`config.mk`:
```
export PLATFORM = sky130hd
export DESIGN_NAME = nonce_search_ctrl
export DESIGN_NICKNAME = d
export VERILOG_FILES = /design/src/rtl/nonce_search_ctrl.sv
export SDC_FILE = /design/constraint.sdc
export NUM_CORES = 1
export LEC_CHECK = 0
export CAP_MARGIN = 20
export CORE_UTILIZATION = 41
export DETAILED_ROUTE_END_ITERATION = 8
export PLACE_DENSITY = 0.82
export SLEW_MARGIN = 5
export SYNTH_ARGS = -nofsm -noshare
export SYNTH_HDL_FRONTEND = slang
export SYNTH_SLANG_ARGS = --single-unit
```
`constraint.sdc`:
```
create_clock -name clk -period 2.5 [get_ports clk]
set_input_delay 0.5 -clock clk [delete_from_list [all_inputs] [get_ports clk]]
set_output_delay 0.5 -clock clk [all_outputs]
set_load 0.01 [all_outputs]
```
`src/rtl/nonce_search_ctrl.sv`:
```
// Nonce search sequencer: latches a block header and target, launches the hash
// core once per nonce over a start/done handshake, and stops on the first
// digest whose two top bytes are both below the target, or when the nonce
// range runs out.
module nonce_search_ctrl #(
    parameter int          BYTE        = 8,
    parameter int          HASH_W      = 24,
    parameter logic [31:0] NONCE_START = 32'h0000_0000,
    parameter logic [31:0] NONCE_MAX   = 32'hFFFF_FFFF
) (
    input  logic                 clk,
    input  logic                 reset,
    input  logic                 start,
    input  logic [12*BYTE-1:0]   data_in,
    input  logic [7:0]           target,
    output logic                 hash_start,
    output logic [16*BYTE-1:0]   block_out,
    input  logic                 hash_done,
    input  logic [HASH_W-1:0]    hash_in,
    output logic                 busy,
    output logic                 finished,
    output logic                 exhausted,
    output logic [31:0]          nonce_out
);

    typedef enum logic [2:0] {
        S_IDLE,
        S_LAUNCH,
        S_WAIT,
        S_CHECK,
        S_DONE,
        S_FAIL
    } state_t;

    state_t              state_q, state_d;
    logic [12*BYTE-1:0]  data_q, data_d;
    logic [7:0]          target_q, target_d;
    logic [31:0]         nonce_q, nonce_d;
    logic [HASH_W-1:0]   hash_q, hash_d;
    logic                hash_start_q, hash_start_d;
    logic                busy_q, busy_d;
    logic                finished_q, finished_d;
    logic                exhausted_q, exhausted_d;
    logic [31:0]         nonce_out_q, nonce_out_d;
    logic                match;

    // Low digest bits are captured for completeness but never compared.
    logic                unused_hash_bits;
    assign unused_hash_bits = ^hash_q;

    // A hit needs both of the two most significant digest bytes strictly below the target.
    assign match = (hash_q[HASH_W-1 -: 8] < target_q) &&
                   (hash_q[HASH_W-9 -: 8] < target_q);

    // Next-state and next-output computation; outputs are decoded from the next state so they are registered.
    always_comb begin
        state_d     = state_q;
        data_d      = data_q;
        target_d    = target_q;
        nonce_d     = nonce_q;
        hash_d      = hash_q;
        finished_d  = finished_q;
        exhausted_d = exhausted_q;
        nonce_out_d = nonce_out_q;
        case (state_q)
            S_IDLE: begin
                if (start) begin
                    data_d      = data_in;
                    target_d    = target;
                    nonce_d     = NONCE_START;
                    finished_d  = 1'b0;
                    exhausted_d = 1'b0;
                    nonce_out_d = '0;
                    state_d     = S_LAUNCH;
                end
            end
            S_LAUNCH: state_d = S_WAIT;
            S_WAIT: begin
                // No timeout: a hash core that never answers keeps us here until reset.
                if (hash_done) begin
                    hash_d  = hash_in;
                    state_d = S_CHECK;
                end
            end
            S_CHECK: begin
                if (match) begin
                    finished_d  = 1'b1;
                    nonce_out_d = nonce_q;
                    state_d     = S_DONE;
                end else if (nonce_q == NONCE_MAX) begin
                    // Last nonce tried; stop rather than wrap.
                    exhausted_d = 1'b1;
                    state_d     = S_FAIL;
                end else begin
                    nonce_d = nonce_q + 32'd1;
                    state_d = S_LAUNCH;
                end
            end
            S_DONE, S_FAIL: begin
                // Requiring start to drop keeps a held start from relaunching a search.
                if (!start) state_d = S_IDLE;
            end
            default: state_d = S_IDLE;
        endcase
        hash_start_d = (state_d == S_LAUNCH);
        busy_d       = (state_d == S_LAUNCH) || (state_d == S_WAIT) || (state_d == S_CHECK);
    end

    // All state and registered outputs; reset aborts any search in progress.
    always_ff @(posedge clk or negedge reset) begin
        if (!reset) begin
            state_q      <= S_IDLE;
            data_q       <= '0;
            target_q     <= '0;
            nonce_q      <= NONCE_START;
            hash_q       <= '0;
            hash_start_q <= 1'b0;
            busy_q       <= 1'b0;
            finished_q   <= 1'b0;
            exhausted_q  <= 1'b0;
            nonce_out_q  <= '0;
        end else begin
            state_q      <= state_d;
            data_q       <= data_d;
            target_q     <= target_d;
            nonce_q      <= nonce_d;
            hash_q       <= hash_d;
            hash_start_q <= hash_start_d;
            busy_q       <= busy_d;
            finished_q   <= finished_d;
            exhausted_q  <= exhausted_d;
            nonce_out_q  <= nonce_out_d;
        end
    end

    assign block_out  = {data_q, nonce_q};
    assign hash_start = hash_start_q;
    assign busy       = busy_q;
    assign finished   = finished_q;
    assign exhausted  = exhausted_q;
    assign nonce_out  = nonce_out_q;

endmodule

```
==> results_dict.tcl, run 1 <==
set metrics [dict create \
    slew_viol_final 0 \
    io_pins 296 \
    wl_um 23300 \
    clock-root-buffer "clkbuf_16" \
    fill_cells 1584 \
    h-tree-depth 4 \
    ir_worst_vdd_mv 0.633 \
    async_reset_ff_share_pct 100 \
    syn_inst 883 \
    die_h_um 143 \
    worstSetupPathType "flop to flop" \
    vias 7371 \
    yosys_warnings 0 \
    setup_slack_ns -0.137 \
    grt_max_degree 88 \
    core-area_mm2 0.0195 \
    ys.flop_type "dfrtp_1" \
    fmax_mhz 379 \
    grt_pass1_vias 7295 \
    drt-initial-drc-count 346 \
    synth.distinct_cells 46 \
    grt.total_usage_pct 22.7 \
    finalClockSkew_ns 0.00836 \
    drc_errors 0 \
    regArea_mm2 0.00478 \
    p_leak_uw 0.00588 \
    wl_per_cell_um 15.9 \
    worst_skew_pair.late_latency_ns 0.42 \
    multi_input_area_mm2 0.00335 \
    start_util_pct 41.9 \
    p_per_area_mw_per_mm2 1100 \
    post-route-period-util_pct 105 \
    crit_slowest_cell "o32a_4" \
    critPathMaxFanout 8 \
    final_common_cell "nand2_1" \
    hold_violations 0 \
    hp-class "primary input to asynchronous set/reset pin" \
    slew_headroom_pct 48.1 \
    grt_pass1_wl_um 36400 \
    crit_path_start_kind "flop" \
    dieArea_mm2 0.0205 \
    setup_viol 27 \
    cts_made_buffers 17 \
    io_buffers 287 \
    worst_path_most_repeated_cell "nor4_4" \
    die_w_um 143 \
    syn2layout_area_growth_pct 54.0 \
    status "complete, but fails checks" \
    clk_pin_slew_ns 0.07 \
    synth-seq-cells 191 \
    gp_congestion 0.780 \
    antenna_found_initial 0 \
    whs_ns 0.0617 \
    synth_area_leaders "dfrtp_1 (58%), nand2_1 (17%), nand3_1 (2.6%)" \
    overflow 0 \
    drv_cap 0 \
    cts_tree "yes" \
    critPathRequiredTime_ns 2.85 \
    drtAntennaViolNets 0 \
    vias_per_cell 5.03 \
    cpPeakStageDelay_ns 0.44 \
    crit_chain "ha_4, o21a_1, nor2_2, nor4_4, nor4_4, o32a_4, buf_12, buf_4, or3_4, a21oi_2" \
    final_util_pct 64.5 \
    fin_crit_ns 2.64 \
    final_cell_mix "nand2_1 (379), clkdlybuf4s50_1 (286), dfrtp_1 (191)" \
    syn-num-nets 1030 \
    crit_path_end_kind "flop" \
    cts_buffer_depth 2 \
    drive_above_1_share_pct 11.7 \
    cts.hold.buffers_added 0 \
    first_pass_iters 5 \
    dp_hpwl_um 15600 \
    violations "setup timing" \
    syn_avg_cell_area_um2 9.26 \
    rows 51 \
    yosysTopAreaCellShare_pct 58.4 \
    synth-seq-area-share_pct 58.4 \
    diodes 0 \
    yosysTopAreaCell "dfrtp_1" \
    clock_sinks 191 \
    arrival_ns 2.99 \
    netlist_area_mm2 0.00818 \
    synth_edf_count 0 \
    fin_nets 1337 \
    worst_pin_slew_ns 0.778 \
    rsz0062_at_grt "true" \
]
-- state kept, by name, indices dropped and copies added (netlist names) --
| signal | flops |
|---|---|
| exhausted | 1 |
| hash_q | 16 |
| data_q | 96 |
| hash_start | 1 |
| busy | 1 |
| nonce_q | 32 |
| target_q | 8 |
| finished | 1 |
| state_q | 3 |
| nonce_out | 32 |
-- stage by stage --
step	cells	instance area, um^2	setup slack (ns)	TNS, ns	power [uW]
floorplan	883	8180	0.0415	0	7380
global placement	1430	11600	-0.0463	-0.132	10000
detailed placement	1430	11600	-0.0990	-0.629	10200
CTS	1461	12400	0.00134	0	13500
global route	1466	12600	-0.199	-4.41	14700
finish	1466	12600	-0.137	-2.48	13800
-- what timing repair did --
action                                  in CTS  in global routing
resized for setup                            9                 32
buffers inserted                             0                  4
pin swaps                                   10                 19
cloned                                       1                  1
endpoints found under the setup margin      18                 56
-- cell usage after synthesis (all sizes together), types with 2 or more instances --
cell type	count
inv	13
clkbuf	35
o211ai	5
o21ai	31
buf	14
nor2	13
and3	4
and4	5
mux2	18
a2111oi	2
nand2	381
nand2b	4
nor4	3
ha	15
or3	21
or4	14
nand4	13
dfrtp	191
xnor2	2
a21oi	28
o31ai	7
and2	4
nand3	43
nor3	6
-- logic make-up after synthesis --
family / count (synthesis) / share of synthesized area (%)
flip-flops: 191 / 58.4
adder cells (fa/ha/maj): 15 / 2.29
AO/OA/AOI/OAI: 79 / 5.71
buffers and inverters: 62 / 3.24
multiplexers: 19 / 2.60
XOR/XNOR: 2 / 0.214
AND/OR/NAND/NOR: 515 / 27.5
-- report_power, final --
| group | total (uW) | internal (uW) | switching, uW |
|---|---|---|---|
| logic | 6020 | 3010 | 3000 |
| clock network | 3080 | 1880 | 1210 |
| registers | 4700 | 4100 | 604 |
| total | 13800 | 8990 | 4810 |
-- critical path, delay by kind of cell (launching register included) --
family / cells / cell delay (ns)
compound gates: 3 / 0.68
fa+ha+maj: 1 / 0.28
buf+inv: 2 / 0.32
flops: 1 / 0.42
simple gates: 4 / 0.85
-- routing by layer --
metal | GRT usage (%) | up-vias | routed length [um]
li1 | - | 3529 | -
met1 | 27.8 | 3528 | 9410
met2 | 38.6 | 286 | 11700
met3 | 5.70 | 28 | 1710
met4 | 8.01 | 0 | 405
met5 | 0 | - | 0
-- path summary, 6_finish.rpt --
check	start	endpoint	slack, ns	depth (start not counted)
worst max-delay path	hash_q[19]	nonce_q[10]	-0.14	10
worst min-delay path	reset	nonce_out[9]	0.06	1
worst max register to register	hash_q[19]	nonce_q[10]	-0.14	10
worst min register to register	data_q[22]	data_q[22]	0.47	2
max in group asynchronous	reset	target_q[0]	1.74	2
min in group clk	data_q[22]	data_q[22]	0.47	2
-- layout make-up --
class                   count  area share, %
inverters                  13          0.387
well taps                 265           2.63
flip-flops and latches    191           37.9
clock buffers              17           3.38
multi-input cells         630           26.6
repair buffers            337           27.3
clock inverters            13           1.85
Power figures use the tool's default switching activity.
==> run 2, diff against run 1 <==
--- a/config.mk
+++ b/config.mk
@@ -5,7 +5,6 @@
 export SDC_FILE = /design/constraint.sdc
 export NUM_CORES = 1
 export LEC_CHECK = 0
-export CAP_MARGIN = 20
 export CORE_UTILIZATION = 41
 export DETAILED_ROUTE_END_ITERATION = 8
 export PLACE_DENSITY = 0.82
==> results of run 2 <==
No change in the layout: final DEF, timing and power equal those of run 1.
